`config.mk`:
```
export PLATFORM = sky130hd
export DESIGN_NAME = plic_n
export DESIGN_NICKNAME = d
export VERILOG_FILES = /design/src/rtl/plic_n.sv
export SDC_FILE = /design/constraint.sdc
export NUM_CORES = 1
export LEC_CHECK = 0
export ABC_CLOCK_PERIOD_IN_PS = 59700
export BUFFER_PORTS_ARGS = -buffer_cell sky130_fd_sc_hd__buf_2
export CAP_MARGIN = 20
export CORE_ASPECT_RATIO = 1.2
export CORE_MARGIN = 5
export CORE_UTILIZATION = 40
export CTS_BUF_LIST = sky130_fd_sc_hd__clkbuf_8
export CTS_CLUSTER_SIZE = 8
export DETAILED_ROUTE_END_ITERATION = 16
export GPL_TIMING_DRIVEN = 0
export RECOVER_POWER = 100
export SETUP_SLACK_MARGIN = 0.4
export SYNTH_ARGS = -nofsm -noshare
export SYNTH_HDL_FRONTEND = slang
export SYNTH_SLANG_ARGS = --single-unit
```
`constraint.sdc`:
```
create_clock -name clk -period 59.7 [get_ports clk]
set_input_delay 8.955 -clock clk [delete_from_list [all_inputs] [get_ports clk]]
set_output_delay 8.955 -clock clk [all_outputs]
set_load 0.01 [all_outputs]
```
`src/rtl/plic_n.sv`:
```
// plic_n: parametrised platform-level interrupt controller with M (ctx 0) and S (ctx 1) targets on AXI4-Lite.
// Optional macro PLIC_EDGE_EN adds the edge_mode register at 0x1080 for per-source edge triggering.
module plic_n #(
    parameter int unsigned NSRC   = 31,
    parameter int unsigned PRIO_W = 3
) (
    input  logic            clk,
    input  logic            rstn,
    input  logic [NSRC-1:0] irq,
    input  logic [31:0]     axi_araddr,
    input  logic            axi_arvalid,
    output logic            axi_arready,
    input  logic [2:0]      axi_arprot,
    output logic [31:0]     axi_rdata,
    output logic [1:0]      axi_rresp,
    output logic            axi_rvalid,
    input  logic            axi_rready,
    input  logic [31:0]     axi_awaddr,
    input  logic            axi_awvalid,
    output logic            axi_awready,
    input  logic [2:0]      axi_awprot,
    input  logic [31:0]     axi_wdata,
    input  logic [3:0]      axi_wstrb,
    input  logic            axi_wvalid,
    output logic            axi_wready,
    output logic [1:0]      axi_bresp,
    output logic            axi_bvalid,
    input  logic            axi_bready,
    output logic            external_intr_m,
    output logic            external_intr_s
);

    localparam int unsigned IDW = $clog2(NSRC + 1);

    typedef enum logic [2:0] {K_NONE, K_PRIO, K_PEND, K_EDGE, K_EN, K_THR, K_CLAIM} kind_e;

    function automatic kind_e decode(input logic [23:0] off);
        kind_e k;
        k = K_NONE;
        if (off[23:7] == '0 && off[1:0] == 2'b00 && off[6:2] != '0 && 32'(off[6:2]) <= NSRC)
            k = K_PRIO;
        else if (off == 24'h001000) k = K_PEND;
        else if (off == 24'h001080) k = K_EDGE;
        else if (off == 24'h002000 || off == 24'h002080) k = K_EN;
        else if (off == 24'h200000 || off == 24'h201000) k = K_THR;
        else if (off == 24'h200004 || off == 24'h201004) k = K_CLAIM;
        return k;
    endfunction

    logic                up;
    logic [PRIO_W-1:0]   prio [1:NSRC];
    logic [NSRC:0]       pending, in_service, enable [2], edge_mode, edge_set, irq_v;
    logic [PRIO_W-1:0]   thr [2];
    logic [IDW-1:0]      best [2];
    logic [PRIO_W-1:0]   best_p [2];
    logic                unused_ok;

    assign irq_v     = {irq, 1'b0};
    assign unused_ok = ^{axi_arprot, axi_awprot, axi_araddr[31:24], axi_awaddr[31:24]};

    // Highest priority above threshold wins; strict compare keeps the lowest id on ties.
    always_comb begin
        for (int c = 0; c < 2; c++) begin
            best[c]   = '0;
            best_p[c] = thr[c];
            for (int i = 1; i <= int'(NSRC); i++) begin
                if (pending[i] && enable[c][i] && prio[i] > best_p[c]) begin
                    best[c]   = IDW'(i);
                    best_p[c] = prio[i];
                end
            end
        end
    end

    assign axi_arready = up & ~axi_rvalid;
    assign axi_awready = up & ~axi_bvalid;
    assign axi_wready  = up & ~axi_bvalid;

    logic           ar_hs, wr_hs, wen, rctx, wctx, claim, cpl;
    kind_e          rkind, wkind;
    logic [IDW-1:0] ridx, widx, claim_id, cpl_id;
    logic [31:0]    rd;
    logic [1:0]     rr;
    logic [NSRC:0]  claim_mask, cpl_mask, pending_n, in_service_n;

    assign ar_hs = axi_arvalid & axi_arready;
    assign wr_hs = axi_awvalid & axi_wvalid & axi_awready;
    assign wen   = wr_hs & (axi_wstrb != 4'b0000);
    assign rkind = decode(axi_araddr[23:0]);
    assign wkind = decode(axi_awaddr[23:0]);
    assign rctx  = (rkind == K_EN) ? axi_araddr[7] : axi_araddr[12];
    assign wctx  = (wkind == K_EN) ? axi_awaddr[7] : axi_awaddr[12];
    assign ridx  = IDW'(axi_araddr[6:2]);
    assign widx  = IDW'(axi_awaddr[6:2]);

    // Read mux; claim returns the combinational best id at the handshake.
    always_comb begin
        rd = '0;
        rr = 2'b00;
        case (rkind)
            K_PRIO:  rd = 32'(prio[ridx]);
            K_PEND:  rd = 32'(pending);
            K_EDGE:  rd = 32'(edge_mode);
            K_EN:    rd = 32'(enable[rctx]);
            K_THR:   rd = 32'(thr[rctx]);
            K_CLAIM: rd = 32'(best[rctx]);
            default: rr = 2'b10;
        endcase
    end

    assign claim_id = best[rctx];
    assign claim    = ar_hs && rkind == K_CLAIM && claim_id != '0;
    assign cpl_id   = IDW'(axi_wdata);
    assign cpl      = wen && wkind == K_CLAIM && axi_wdata != '0 && axi_wdata <= NSRC
                      && in_service[cpl_id] && enable[wctx][cpl_id];

    // Gateway and claim/complete next state, all from pre-edge values.
    always_comb begin
        claim_mask = '0;
        cpl_mask   = '0;
        if (claim) claim_mask[claim_id] = 1'b1;
        if (cpl)   cpl_mask[cpl_id]     = 1'b1;
        pending_n    = (pending | (irq_v & ~pending & ~in_service & ~edge_mode) | edge_set) & ~claim_mask;
        in_service_n = (in_service & ~cpl_mask) | claim_mask;
    end

`ifdef PLIC_EDGE_EN
    logic [NSRC:0] irq_q;

    always_ff @(posedge clk or negedge rstn) begin
        if (!rstn) begin
            irq_q     <= '0;
            edge_mode <= '0;
        end else begin
            irq_q <= irq_v;
            if (wen && wkind == K_EDGE) edge_mode <= {axi_wdata[NSRC:1], 1'b0};
        end
    end

    assign edge_set = irq_v & ~irq_q & edge_mode;
`else
    assign edge_mode = '0;
    assign edge_set  = '0;
`endif

    always_ff @(posedge clk or negedge rstn) begin
        if (!rstn) begin
            up              <= 1'b0;
            axi_rvalid      <= 1'b0;
            axi_rdata       <= '0;
            axi_rresp       <= '0;
            axi_bvalid      <= 1'b0;
            axi_bresp       <= '0;
            pending         <= '0;
            in_service      <= '0;
            external_intr_m <= 1'b0;
            external_intr_s <= 1'b0;
            for (int i = 1; i <= int'(NSRC); i++) prio[i] <= '0;
            for (int c = 0; c < 2; c++) begin
                enable[c] <= '0;
                thr[c]    <= '0;
            end
        end else begin
            up <= 1'b1;
            if (ar_hs) begin
                axi_rvalid <= 1'b1;
                axi_rdata  <= rd;
                axi_rresp  <= rr;
            end else if (axi_rready) begin
                axi_rvalid <= 1'b0;
            end
            if (wr_hs) begin
                axi_bvalid <= 1'b1;
                axi_bresp  <= (wkind == K_NONE || wkind == K_PEND) ? 2'b10 : 2'b00;
            end else if (axi_bready) begin
                axi_bvalid <= 1'b0;
            end
            pending    <= pending_n;
            in_service <= in_service_n;
            if (wen) begin
                case (wkind)
                    K_PRIO:  prio[widx]   <= axi_wdata[PRIO_W-1:0];
                    K_EN:    enable[wctx] <= {axi_wdata[NSRC:1], 1'b0};
                    K_THR:   thr[wctx]    <= axi_wdata[PRIO_W-1:0];
                    default: ;
                endcase
            end
            external_intr_m <= (best[0] != '0);
            external_intr_s <= (best[1] != '0);
        end
    end

endmodule

```
After elaboration in Yosys (flattened, before gate mapping)
Cells that the tools add are included. W data, S select, Z words.

Magnitude comparators: 73. Equal/unequal tests: 27. Mux-type cells: 177. Bitwise operators: 22. Reductions and logical operators: 164.

Operators by type and width (count): $mux W5 (61); $mux W32 (9); $mux W3 (79); $eq A24 B22 Y1 const B (8); $gt A3 B3 Y1 (62); $pmux W32 S5 (1); $logic_and A1 B1 Y1 (139); $and A32 B32 Y32 (4); $not A32 Y32 (4); $eq A24 B13 Y1 const B (4); $eq A24 B14 Y1 const B (4); $bwmux W93 (1); $bwmux W64 (1); $or A32 B32 Y32 (2); $logic_not A17 Y1 (2); $demux W32 S1 (1); $le A32 B5 Y1 const B (1); $reduce_bool A32 Y1 (1); $reduce_bool A5 Y1 (5); $eq A3 B3 Y1 const B (6); $bmux W3 S5 (1); $demux W3 S5 (1); $ge A6 B6 Y1 const B (2); $lt A5 B6 Y1 const B (2); 23 further kinds (62).

Register bits after elaboration: 268. Input port bits: 144. Output and inout port bits: 43.

Longest topological paths before layout
Depth in word-level cells: 103. Gate-level depth with buffers: 239. Depth with buffers taken out: 237.

Worst setup path after synthesis
OpenSTA, ideal clock, no wires.

Path kind: register to register. From: register prio[92] in the netlist's numbering. To: register pending[29]. Library setup time: 0.141 ns. Arrival time: 41.685 ns. Required time: 59.559 ns. Setup slack: 17.874 ns. Stages on the path, launching flop included: 227. Buffers on the path: 1. Path through: dfrtp_1 -> ha_1 -> and3b_1 -> o211ai_1 -> mux2_2 -> ha_1 -> nor2_1 -> nor2_1 -> o21ai_0 -> maj3_1 -> nand3_1 -> mux2_2 -> ha_1 -> nor2_1 -> maj3_1 -> maj3_1 -> nand3_1 -> mux2_2 -> [191 not listed] -> ha_1 -> inv_1 -> a21o_1 -> a21oi_1 -> a311oi_1 -> inv_1 -> mux2_2 -> ha_1 -> a21o_1 -> a21oi_1 -> a311oi_1 -> nand2b_1 -> a31oi_1 -> o31a_1 -> nand3b_2 -> nor3_2 -> buf_2 -> a21oi_1.

Word-level cells in the longest chain between the ends: 103. Elaborated cells on any way between the ends: 259. Those cells by class: 64 x order compare; 128 x mux; 2 x bitwise; 65 x reduce/logical.

Ends and longest elaborated chain: start: declaration (RTL line 51) `logic [PRIO_W-1:0] prio [1:NSRC];`; start signal: indexed assignment (RTL line 182) `K_PRIO: prio[widx] <= axi_wdata[PRIO_W-1:0];`; $gt A3 B3 Y1 (RTL line 67) `if (pending[i] && enable[c][i] && prio[i] > best_p[c]) begin`; $logic_and A1 B1 Y1 (RTL line 67); $mux W3 (RTL line 67); $gt A3 B3 Y1 (RTL line 67); $logic_and A1 B1 Y1 (RTL line 67); $mux W3 (RTL line 67); $gt A3 B3 Y1 (RTL line 67); $logic_and A1 B1 Y1 (RTL line 67); [88 not listed]; $lt A5 B6 Y1 (implied by the code) or $ge A5 B1 Y1 (tied branches) (RTL line 121) `if (claim) claim_mask[claim_id] = 1'b1;`; $logic_and A1 B1 Y1 (implied by the code) (RTL line 121); $mux W1 (implied by the code) (RTL line 121); $demux W1 S5 (RTL line 121); $mux W32 (*) (RTL line 121); $not A32 Y32 (*) (RTL line 123) `pending_n = (pending | (irq_v & ~pending & ~in_service & ~edge_mode) | edge_set) & ~claim_mask;`; $and A32 B32 Y32 (*) (RTL line 123); net pending_n[29] (RTL line 84) `logic [NSRC:0] claim_mask, cpl_mask, pending_n, in_service_n;`; end signal: assignment (RTL line 178) `pending <= pending_n;`; end: declaration (RTL line 52) `logic [NSRC:0] pending, in_service, enable [2], edge_mode, edge_set, irq_v;`.

The timed path passes the listed nets; every way through them passes the cells marked *. The select of a mux whose other input is x is not followed. A chain may end at the register's enable or synchronous reset.

Worst setup path in the final report
From: register prio[92] in the netlist's numbering. To: register pending[17].

The elaborated chain is that of the path after synthesis.

==> results.json <==
{
  "layout.cells.non_filler": 3586,
  "synthCells": 2612,
  "routed_wirelength_um": 96300,
  "ys.flop_type": "dfrtp_1",
  "grt.total_usage_pct": 31.1,
  "seq_area_frac_synth_pct": 30.0,
  "cts_max_level": 2,
  "clockRootBuffer": "clkbuf_8",
  "grt_max_degree": 109,
  "clock_skew_ns": 0.0449,
  "synthDistinctLibCells": 117,
  "timing.rr.start": "prio[92]",
  "worstPathMaxFanout": 10,
  "dp.cells": 3495,
  "cts_num_sinks": 264,
  "ir_drop_mv": 0.0138,
  "stdcell_area_sq_mm": 0.0247,
  "yosys_warnings": 0,
  "drt_iter0_markers": 2456,
  "synth_area_per_cell_sq_um": 8.44,
  "ant_nets": 0,
  "critPathKind": "reg -> reg",
  "outcome": "complete, but fails checks",
  "dieWidth_um": 224,
  "clock_latency_ns": 0.69,
  "dp_slack_ns": 9.96,
  "reg2reg_to": "pending[17]",
  "yosysTopAreaCellShare_pct": 30.0,
  "die-area_sq_mm": 0.0599,
  "ioPinCount": 187,
  "min_path_cells": 1,
  "failed_checks": "max-capacitance violations, max-slew violations",
  "cts_tree": "done",
  "antenna_found_initial": 2,
  "hold_class": "reg -> reg",
  "period_minus_slack_ns": 52.17,
  "p_leak_nw": 10.8,
  "max_stage_delay_ns": 1.06,
  "p_per_area_mw_per_mm2": 16.3,
  "cp_common_cell": "nor2_1",
  "cap_violations": 4,
  "critPathRequiredTime_ns": 60.19,
  "num_vias": 22800,
  "drc": 0,
  "cp_slowest_cell": "nor3_1",
  "async_reset_ff_share_pct": 100,
  "wl_per_cell_um": 26.9,
  "yosysTopAreaCell": "dfrtp_1",
  "power.total_uw": 402,
  "critPathLaunchType": "flip-flop",
  "cts_setup_buffers": 0,
  "core_area_sq_mm": 0.0547,
  "worstPathArrival_ns": 52.65,
  "post-route-util_pct": 45.2,
  "end_kind": "flip-flop",
  "placedInstanceArea_sq_mm": 0.0239,
  "vias_per_cell": 6.37,
  "yosys-top-cells-area": "dfrtp_1 (30%), mux2_2 (7.4%), mux4_2 (5.1%), nand2_1 (4.7%), nor2_1 (4.7%)",
  "r2r.worst_path.cells": 223,
  "clkTransAtPathRegs_ns": 0.07,
  "gp_congestion": 1.03,
  "cts_max_path_buffers": 3,
  "worst_pin_slew_ns": 6.04,
  "slew_headroom_pct": -302,
  "syn_area_sq_mm": 0.0220,
  "nets": 3046,
  "post-route-period-util_pct": 87.4,
  "placementRows": 94,
  "cts_hold_buffers": 0,
  "setup_tns_ns": 0,
  "grt_pass1_vias": 22200,
  "hp-start": "in_service[0]",
  "max_freq_mhz": 19.2,
  "hold_end": "in_service[0]",
  "area_delta_synth_final_pct": 12.1,
  "layout_setup_ws_ns": 7.53,
  "rsz0062_at_grt": "false",
  "ys_seq_elements": 264,
  "ff2ff_setup_slack_ns": 7.53,
  "die_y_um": 267,
  "synth_most_common_cell": "nand2_1",
  "whs_ns": 0.462,
  "numPortBuffers": 155,
  "setup_viol": 0,
  "maxSlewViolCount": 277,
  "dr.pass1.iters": 8,
  "synth_edf_count": 0,
  "post_cts_resized": 0,
  "dp.final_hpwl_um": 75900,
  "synth_common_cells": "nand2_1 (275), nor2_1 (273), dfrtp_1 (264), a21oi_1 (169), o21ai_0 (160)",
  "finalHoldViolCount": 0,
  "start_util_pct": 40.3,
  "grt_pass1_wl_um": 141000,
  "cts_made_buffers": 49,
  "drive_gt1_share_pct": 16.4,
  "grt_overflow_total": 0
}
## where the power goes
group	switching (mW)	internal, mW	total [mW]
logic	0.0217	0.00928	0.0310
registers	0.000285	0.179	0.180
clock network	0.0894	0.102	0.192
## registers in the layout, indices dropped and copies added (netlist names)
name and count:
external_intr_s 1, axi_bresp 1, up 1, axi_rvalid 1, pending 32, external_intr_m 1
in_service 32, enable 62, thr 6, axi_rresp 1, axi_bvalid 1, prio 93
axi_rdata 32
## cells by family after synthesis
kind of cell / synth area share (%)
AND/OR/NAND/NOR: 22.0
adder cells (fa/ha/maj): 6.20
flip-flops: 30.0
other: 0.0341
multiplexers: 13.3
AO/OA/AOI/OAI: 23.6
buffers and inverters: 4.84
## metal layers
layer / global-route usage [%] / up-vias / share of wire (%)
li1: - / 10200 / -
met5: 0 / - / 0
met3: 5.40 / 294 / 7.8
met1: 37.9 / 11200 / 38
met4: 17.6 / 0 / 6.8
met2: 52.2 / 1154 / 47
## worst max-delay path by stage
stage              from          end  slack, ns  depth (start not counted)
2_1_floorplan  prio[92]  pending[29]      17.87                        226
3_3_place_gp   prio[92]  pending[17]      10.40                        225
3_5_place_dp   prio[92]  pending[17]       9.96                        223
4_1_cts        prio[92]  pending[17]       9.71                        223
5_1_grt        prio[91]  pending[17]       4.86                        222
6_report       prio[92]  pending[17]       7.53                        223
## cell type report
type	count	area [sq um]
Inverter	134	503
Tap cell	720	901
Buffer	137	553
Sequential cell	264	6610
Clock buffer	65	895
Fill cell	5509	30000
Timing Repair Buffer	164	786
Antenna cell	3	7.51
Multi-Input combinational cell	2078	14300
Clock inverter	21	149
## worst max-delay path, delay by kind of cell, from the launching register on
kind / cells / cell delay [ns]
mux: 10 / 3.60
compound gates: 69 / 15.73
flops: 1 / 0.49
buf+inv: 12 / 2.38
simple gates: 76 / 12.15
fa+ha+maj: 56 / 17.67
## placed cells by master, fill, tap and decap left out, types with 11 or more instances in the layout
master	count
a31oi_1	37
nor3_1	48
o211ai_1	22
nor4_1	30
nand2_1	275
or2_2	21
maj3_1	44
a221oi_1	11
a211oi_1	18
a22o_1	33
o22ai_1	40
and3_1	41
or3_1	16
o31ai_1	29
ha_1	74
mux2_2	137
nand3_1	113
clkbuf_8	65
o211a_1	17
o21ai_0	160
nor2b_1	12
o21bai_1	14
mux4_2	50
clkbuf_1	171
nor2_1	275
and2_1	42
o21a_1	23
inv_1	140
mux2i_1	18
nand4_1	24
a21oi_1	169
buf_2	113
nand2b_1	17
a21o_1	21
dfrtp_1	264
(Power assumes the default switching activity.)
